===== src/rtl/spi_tx_arbiter.sv =====
// spi_tx_arbiter: packet-atomic round-robin arbiter feeding the SPI slave's
// host-bound byte stream. Each packet is optionally prefixed by a tag byte
// {4'hA, source id} so the host can demultiplex READ_BYTES traffic.
//
// Ports:
//   clk, reset_n          - system clock, async active-low reset
//   req_data/vld/last     - per-requester byte, valid, end-of-packet (packed lanes)
//   req_rdy               - per-requester ready (one-hot or zero)
//   out_data/vld, out_rdy - stream towards SPI slave write_data/vld/rdy
//   grant_id              - current or last granted requester
//   busy                  - a packet (tag or data) is in flight
//   err_overrun           - sticky: a packet was force-released at MAX_LEN beats
module spi_tx_arbiter #(
  parameter int unsigned NREQ    = 4,
  parameter int unsigned WIDTH   = 8,
  parameter int unsigned TAG_EN  = 1,
  parameter int unsigned MAX_LEN = 64
) (
  input  logic                      clk,
  input  logic                      reset_n,
  input  logic [NREQ*WIDTH-1:0]     req_data,
  input  logic [NREQ-1:0]           req_vld,
  input  logic [NREQ-1:0]           req_last,
  output logic [NREQ-1:0]           req_rdy,
  output logic [WIDTH-1:0]          out_data,
  output logic                      out_vld,
  input  logic                      out_rdy,
  output logic [$clog2(NREQ)-1:0]   grant_id,
  output logic                      busy,
  output logic                      err_overrun
);

  localparam int unsigned GW = $clog2(NREQ);
  localparam int unsigned LW = $clog2(MAX_LEN + 1);

  typedef enum logic [1:0] {
    ST_IDLE = 2'd0,
    ST_TAG  = 2'd1,
    ST_DATA = 2'd2
  } state_t;

  state_t          state_q, state_d;
  logic [GW-1:0]   ptr_q, ptr_d;
  logic [GW-1:0]   grant_q, grant_d;
  logic [LW-1:0]   len_q, len_d;
  logic            err_q, err_d;
  logic            busy_q;

  logic [WIDTH-1:0] lane_data [NREQ];
  logic [GW-1:0]    win;
  logic             any_vld;
  logic             data_beat;
  logic [GW-1:0]    next_ptr;

  // Unpack the flat request bus into per-lane bytes
  always_comb begin
    for (int i = 0; i < int'(NREQ); i++) begin
      lane_data[i] = req_data[i*WIDTH +: WIDTH];
    end
  end

  // Round-robin pick: first valid lane at ptr, ptr+1, ... (mod NREQ).
  // Scanning from the far end lets the closest lane overwrite the result.
  always_comb begin
    int idx;
    idx     = 0;
    win     = '0;
    any_vld = |req_vld;
    for (int k = int'(NREQ) - 1; k >= 0; k--) begin
      idx = (int'(ptr_q) + k) % int'(NREQ);
      if (req_vld[GW'(idx)]) begin
        win = GW'(idx);
      end
    end
  end

  assign data_beat = req_vld[grant_q] & out_rdy;
  assign next_ptr  = (grant_q == GW'(NREQ - 1)) ? '0 : grant_q + GW'(1);

  // State register
  always_ff @(posedge clk or negedge reset_n) begin
    if (!reset_n) begin
      state_q <= ST_IDLE;
      ptr_q   <= '0;
      grant_q <= '0;
      len_q   <= '0;
      err_q   <= 1'b0;
      busy_q  <= 1'b0;
    end else begin
      state_q <= state_d;
      ptr_q   <= ptr_d;
      grant_q <= grant_d;
      len_q   <= len_d;
      err_q   <= err_d;
      busy_q  <= (state_d != ST_IDLE);
    end
  end

  // Next-state logic
  always_comb begin
    state_d = state_q;
    ptr_d   = ptr_q;
    grant_d = grant_q;
    len_d   = len_q;
    err_d   = err_q;
    unique case (state_q)
      ST_IDLE: begin
        if (any_vld) begin
          grant_d = win;
          len_d   = '0;
          state_d = (TAG_EN != 0) ? ST_TAG : ST_DATA;
        end
      end
      ST_TAG: begin
        if (out_rdy) begin
          len_d   = '0;
          state_d = ST_DATA;
        end
      end
      ST_DATA: begin
        if (data_beat) begin
          len_d = len_q + LW'(1);
          if (req_last[grant_q]) begin
            ptr_d   = next_ptr;
            state_d = ST_IDLE;
          end else if (len_q == LW'(MAX_LEN - 1)) begin
            // Forced release; the remainder becomes a fresh packet later
            err_d   = 1'b1;
            ptr_d   = next_ptr;
            state_d = ST_IDLE;
          end
        end
      end
      default: state_d = ST_IDLE;
    endcase
  end

  // Stream outputs: tag is driven from registers, data is a pass-through
  always_comb begin
    out_data = '0;
    out_vld  = 1'b0;
    req_rdy  = '0;
    unique case (state_q)
      ST_TAG: begin
        out_data = WIDTH'({4'hA, 4'(grant_q)});
        out_vld  = 1'b1;
      end
      ST_DATA: begin
        out_data         = lane_data[grant_q];
        out_vld          = req_vld[grant_q];
        req_rdy[grant_q] = out_rdy;
      end
      default: ;
    endcase
  end

  assign grant_id    = grant_q;
  assign busy        = busy_q;
  assign err_overrun = err_q;

endmodule


===== config.mk =====
export PLATFORM = sky130hd
export DESIGN_NAME = spi_tx_arbiter
export DESIGN_NICKNAME = d
export VERILOG_FILES = /design/src/rtl/spi_tx_arbiter.sv
export SDC_FILE = /design/constraint.sdc
export NUM_CORES = 1
export LEC_CHECK = 0
export CORE_MARGIN = 5
export CORE_UTILIZATION = 60
export DETAILED_ROUTE_END_ITERATION = 10
export DONT_BUFFER_PORTS = 1
export PLACE_DENSITY = 0.76
export SLEW_MARGIN = 20
export SYNTH_ARGS = -nofsm -noshare
export SYNTH_HDL_FRONTEND = slang
export SYNTH_SLANG_ARGS = --single-unit

===== constraint.sdc =====
create_clock -name clk -period 2.5 [get_ports clk]
set_clock_uncertainty 0.2 [all_clocks]
set_input_delay 0.125 -clock clk [delete_from_list [all_inputs] [get_ports clk]]
set_output_delay 0.125 -clock clk [all_outputs]
set_load 0.02 [all_outputs]

==> reports/results.txt, run 1 <==
Post-synth EDFFs - 0
Reg clk slew, reported paths - 0.10 ns
Top area cells in the synthesized netlist - dfrtp_1, mux4_2, ha_1, and3_1, nand3_1
Multi-input logic area - 952.2 sq um
Clock Power Share - 9.8%
Hold path start - req_last[0]
GR Util All Layers - 22.11%
Clock Latency Late Sink - 0.29 ns
I/O Pins - 60
GR peak layer - met2
Total Wirelength - 3561 um
Crit path cell chain - inv_1 > ha_1 > nand2b_1 > a2111oi_1 > dlygate4sd3_1 > a21o_1
Post-synthesis instance total - 149
Syn. warnings - 0
Leakage power - 0.6656 nW
Synth Area per Inst - 9.313 sq um
CTS tree - built
CP Buf/Inv Count - 2
GP Congestion - 0.8325
Seq/Total Area, Yosys - 27.05%
Largest area contributor in the netlist - dfrtp_1
Placed Cells - 175
Slew Viols, Final - 0
Max cap viols - 0
WHS Path Cells - 2
Fin. Hold Viols - 0
Antenna viol nets, final - 0
Worst path max stage delay - 0.60 ns
Initial Util - 62.73%
HPWL after DPL - 2781 um
Setup violators final - 0
DRC violations left - 0
Final non-filler cell total - 185
Initial DRC Count - 63
DR vias - 1260
Met1 Resource Use GR - 26.56%
Postcts setup bufs - 0
Crit path DAT - 2.37 ns
Port Buf Inserts - 0
Met2 Use GR - 39.84%
Switching pwr - 0.0007398 W
Count of cell types in the netlist - 43
Cts bufs inserted - 3
Max Freq - 429.4 MHz
Share of the synthesized area in the top cell type - 27.05%
Die width - 58.09 um
CP startpoint - state_q[0]$_DFF_PN0_
Met3 Resource Use GR - 5.122%
Post-layout min period - 2.329 ns
Int Power - 0.0007592 W
Flop2flop setup slack - 0.17 ns
DR WL/cell - 19.25 um
Post-synth top cells - dfrtp_1, nand2_1, nand3_1, and3_1
Die Area - 3374 sq um
Data required, critical path - 2.54 ns
Setup TNS - 0 ns
Mapped cell area - 1388 sq um
Worst r2r path cells - 6
CP Max Fanout - 7
Row count - 17
Power per Cell Area - 981.2 nW/um^2
Pin count of the biggest net entering global routing - 20
Post-synth top flop - dfrtp_1
RSZ-0062 raised after global routing - no
Sequential Area - 375.4 sq um
Vias in the first global route - 1239
Hold WC Path Type - in -> reg
Avg Vias per Cell - 6.811
Rel. slew slack - 53.53%
Most frequent cell after synthesis - dfrtp_1
WS Path Type - reg -> reg
RR Endpoint - grant_id[1]$_DFFE_PN0P_
CP max stage cell - dlygate4sd3_1
VDD IR max - 700.7 uV
Worst Hold Endpoint - err_overrun$_DFFE_PN0P_
Diode count - 0
Seq cells post-synth - 15
Fillers - 176
Layout cells sized above 1 - 14.65%
Combinational share of power - 65.2%
CP Launch Type - flop
1st-pass router iterations - 4
H-tree depth - 1
Fin crit share - 93.16%
Outcome - finished clean
Slew @ Worst Pin - 0.6947 ns
Die height - 58.09 um
Async SR Flop Fraction - 100.0%
Area growth from synthesis to layout - 10.10%
CTS Sinks - 15
Core area - 2212 sq um
Clock buffer depth - 2
Sequential Power Share - 25.0%
Net Sw Frac - 49.35%
GR Overflow Total - 0
Crit end category - flop
CTS root buffer - clkbuf_4
Synthesized Nets - 202
RR Startpoint - state_q[0]$_DFF_PN0_
Global-route wire length before repair - 5754 um
CP top delay family - buffers and inverters
Antenna violations before repair - 0
Fin nets - 211
==> final cells by class <==
class | count | area share [%]
clock buffers | 3 | 1.474
multi-input cells | 118 | 62.33
clock inverters | 1 | 0.4914
inverters | 8 | 1.966
well taps | 28 | 2.293
repair buffers | 12 | 6.880
flip-flops and latches | 15 | 24.57
==> worst max-delay path by stage <==
| stage | end | slack, ns | cells after the start |
|---|---|---|---|
| final | grant_id[1]$_DFFE_PN0P_ | 0.17 | 6 |
| after floorplan | len_q[4]$_DFFE_PN0P_ | 0.37 | 8 |
| after detailed placement | len_q[4]$_DFFE_PN0P_ | 0.23 | 6 |
| after CTS | out_data[0] | 0.007 | 6 |
| after global routing | grant_id[1]$_DFFE_PN0P_ | 0.03 | 6 |
| after global placement | len_q[4]$_DFFE_PN0P_ | 0.36 | 6 |
==> flip-flops by register name (all words and copies together), names as in the netlist <==
signal and count:
len_q 7, ptr_q 2, state_q 2, err_overrun 1
busy 1, grant_id 2
==> worst register-to-register path: stages, from the launching register on <==
cell and delay, ns:
dfrtp_1 0.43, inv_1 0.12, ha_1 0.29, nand2b_1 0.19, a2111oi_1 0.37, dlygate4sd3_1 0.60
a21o_1 0.08
==> cell families after synthesis <==
family                   synth area share [%]
AND/OR/NAND/NOR                         25.16
AO/OA/AOI/OAI                           16.32
buffers and inverters                   4.598
flip-flops                              27.05
multiplexers                            17.85
adder cells (fa/ha/maj)                 9.017
==> cells in the final DEF (no fill, tap or decap), types with 4 or more instances in the layout <==
cell / count
ha_1: 9
dfrtp_1: 15
buf_4: 6
dlygate4sd3_1: 6
nand2_1: 13
nand3_1: 12
a21oi_1: 10
a211o_1: 4
mux4_2: 7
and3_1: 11
inv_1: 8
==> timing repair <==
action | CTS | global route
hold endpoints to repair | 29 | 0
hold buffers | 6 | 0
endpoints found under the setup margin | 0 | 5
resized for setup | 0 | 2
==> power by group through the flow <==
stage / registers [W] / logic, W / clock network [W]
final: 0.000374 / 0.000978 / 0.000147
after global routing: 0.000386 / 0.00107 / 0.000168
after CTS: 0.000374 / 0.000972 / 0.000153
after detailed placement: 0.000380 / 0.000943 / 0
after global placement: 0.000372 / 0.000912 / 0
after floorplan: 0.000384 / 0.000736 / 0
==> through the flow <==
step	setup slack, ns	utilization (%)	instance area, sq um	hold slack (ns)	power, W
2_1_floorplan	0.3658	-	1388	-0.3706	0.001120
3_3_place_gp	0.3557	64.82	1434	-0.3702	0.001284
3_5_place_dp	0.2309	64.82	1434	-0.3702	0.001323
4_1_cts	0.006810	68.89	1524	0.01055	0.001500
5_1_grt	0.02583	69.06	1528	0.01073	0.001625
6_report	0.1709	69.06	1528	0.01879	0.001499
==> metal layers <==
layer,routed length [um],vias to the layer above
met2,1865,55
met3,255,4
met1,1409,616
met4,29,0
met5,0,-
li1,-,585
Power figures use the tool's default switching activity.
==> inputs of run 2 (changes only) <==
PLACE_DENSITY = unset   (was 0.76)
PLACE_DENSITY_LB_ADDON = 0.12   (was unset)
==> run 2 against run 1 <==
Effect of this change: the flow now finishes with violations (hold timing); die area stayed put; combinational power is 1% lower; global-route usage is 0.28 points higher; routed wire length is 0.56% higher; sequential share of layout area is 0.22 points higher; sequential cell count stayed put; setup slack better by 0.040 ns; non-clock buffer count is 1 lower; sequential power hardly changed.
==> reports/results.txt, run 2 (synthesis results as in run 1) <==
Outcome - finished, violations left (was finished clean)
Failing checks - hold timing
Slew Viols, Final - 0 (unchanged)
CTS Sinks - 15 (unchanged)
Pin count of the biggest net entering global routing - 17 (was 20)
1st-pass router iterations - 4 (unchanged)
Core area - 2212 sq um (unchanged)
Post-layout min period - 2.289 ns (was 2.329 ns)
Fin nets - 210 (was 211)
Sequential Power Share - 25.1% (was 25.0%)
GR Overflow Total - 0 (unchanged)
CP Max Fanout - 10 (was 7)
Clock Power Share - 9.9% (was 9.8%)
Hold WC Path Type - in -> reg (unchanged)
Area growth from synthesis to layout - 9.107% (was 10.10%)
Rel. slew slack - 52.58% (was 53.53%)
Max cap viols - 0 (unchanged)
Clock Latency Late Sink - 0.29 ns (about the same)
GP Congestion - 0.8170 (was 0.8325)
Power per Cell Area - 979.5 nW/um^2 (was 981.2 nW/um^2)
Data required, critical path - 2.53 ns (was 2.54 ns)
Flip-flop count of the largest register, all copies and words added - 7 (unchanged)
WHS - -0.03399 ns (was 0.01879 ns)
Reg clk slew, reported paths - 0.10 ns (about the same)
Total Wirelength - 3581 um (was 3561 um)
Switching pwr - 0.0007301 W (was 0.0007398 W)
H-tree depth - 1 (unchanged)
Total chip power - 0.001483 W (was 0.001499 W)
Fin crit share - 91.57% (was 93.16%)
DR vias - 1230 (was 1260)
Largest Register - len_q (unchanged)
Diode count - 0 (unchanged)
Slew @ Worst Pin - 0.7090 ns (was 0.6947 ns)
DRC violations left - 0 (unchanged)
CTS tree - built (unchanged)
Antenna viol nets, final - 0 (unchanged)
Vias in the first global route - 1180 (was 1239)
Initial Util - 62.73% (unchanged)
Crit path DAT - 2.32 ns (was 2.37 ns)
Initial DRC Count - 54 (was 63)
HPWL after DPL - 2769 um (was 2781 um)
Row count - 17 (unchanged)
Setup TNS - 0 ns (unchanged)
DR WL/cell - 19.46 um (was 19.25 um)
Commonest cells after routing, fill and taps aside - dfrtp_1, nand2_1, nand3_1 (unchanged)
Worst r2r path cells - 6 (unchanged)
Clock buffer depth - 2 (unchanged)
Setup violators final - 0 (unchanged)
Avg Vias per Cell - 6.685 (was 6.811)
Max Freq - 436.8 MHz (was 429.4 MHz)
Placed Cells - 175 (unchanged)
WHS Path Cells - 3 (was 2)
CTS root buffer - clkbuf_4 (unchanged)
Fin. Hold Viols - 1 (was 0)
Resize count post-CTS - 0 (unchanged)
WS Path Type - reg -> reg (unchanged)
Die Area - 3374 sq um (unchanged)
Int Power - 0.0007528 W (was 0.0007592 W)
Port Buf Inserts - 0 (unchanged)
Commonest non-fill, non-tap cell in the layout - dfrtp_1 (unchanged)
Postcts setup bufs - 0 (unchanged)
Die height - 58.09 um (unchanged)
VDD IR max - 725.2 uV (was 700.7 uV)
RSZ-0062 raised after global routing - no (unchanged)
CTS Hold Bufs - 5 (was 6)
Layout cells sized above 1 - 14.10% (was 14.65%)
Combinational share of power - 65.0% (was 65.2%)
Leakage power - 0.6624 nW (was 0.6656 nW)
Final non-filler cell total - 184 (was 185)
Die width - 58.09 um (unchanged)
I/O Pins - 60 (unchanged)
GR Util All Layers - 22.39% (was 22.11%)
Antenna violations before repair - 0 (unchanged)
CP Launch Type - flop (unchanged)
Net Sw Frac - 49.24% (was 49.35%)
Cts bufs inserted - 3 (unchanged)
Crit end category - flop (unchanged)
Global-route wire length before repair - 5885 um (was 5754 um)
run 2: changes by cell type in the layout (fill, tap and decap cells not counted):
cell           delta
ha_2              -1
dlygate4sd3_1     -1
a2111oi_1         -1
ha_1              +1
a2111oi_0         +1
run 2: power groups by stage:
| stage | Combinational [W] | Clock, W | Sequential, W |
|---|---|---|---|
| final | 0.000965 | 0.000146 | 0.000372 |
| after detailed placement | 0.000938 | 0 | 0.000377 |
| after floorplan | 0.000736 | 0 | 0.000384 |
| after CTS | 0.000960 | 0.000153 | 0.000371 |
| after global routing | 0.00106 | 0.000169 | 0.000382 |
| after global placement | 0.000910 | 0 | 0.000371 |
run 2: area by class of cell:
class / instances / area (sq um)
Sequential cell: 15 / 375.4
Clock inverter: 1 / 7.507
Clock buffer: 3 / 22.52
Fill cell: 190 / 698.2
Inverter: 8 / 30.03
Tap cell: 28 / 35.03
Multi-Input combinational cell: 118 / 948.4
Timing Repair Buffer: 11 / 95.09
run 2: worst paths after layout:
path                                           start                 endpoint  slack (ns)
worst max-delay path            state_q[1]$_DFF_PN0_     len_q[4]$_DFFE_PN0P_        0.21
worst min-delay path                      req_vld[3]  grant_id[1]$_DFFE_PN0P_       -0.03
worst max register to register  state_q[1]$_DFF_PN0_     len_q[4]$_DFFE_PN0P_        0.21
worst min register to register  len_q[4]$_DFFE_PN0P_     len_q[4]$_DFFE_PN0P_        0.36
max in group asynchronous                    reset_n     len_q[5]$_DFFE_PN0P_        1.53
min in group asynchronous                    reset_n     len_q[0]$_DFFE_PN0P_        0.11
run 2: stage by stage:
step / utilization (%) / setup slack, ns / hold slack, ns / instance area (sq um)
finish: 68.44 / 0.2107 / -0.03399 / 1514
global route: 68.44 / 0.07603 / 0.01910 / 1514
detailed placement: 64.82 / 0.2797 / -0.3702 / 1434
floorplan: - / 0.3658 / -0.3706 / 1388
global placement: 64.82 / 0.3605 / -0.3702 / 1434
CTS: 68.44 / 0.2186 / 0.02938 / 1514
run 2: critical path, cell delays in order (launching register included):
cell and delay (ns):
dfrtp_1 0.43, inv_1 0.09, ha_1 0.29, nor2b_4 0.18
a211o_1 0.41, or4_1 0.53, nand3_1 0.09
run 2: layer usage:
metal / up-vias / wire length, um / track usage (%)
met3: 11 / 248 / 6.013
met5: - / 0 / 0
met4: 0 / 92 / 9.272
li1: 581 / - / -
met1: 589 / 1442 / 27.66
met2: 49 / 1796 / 36.77
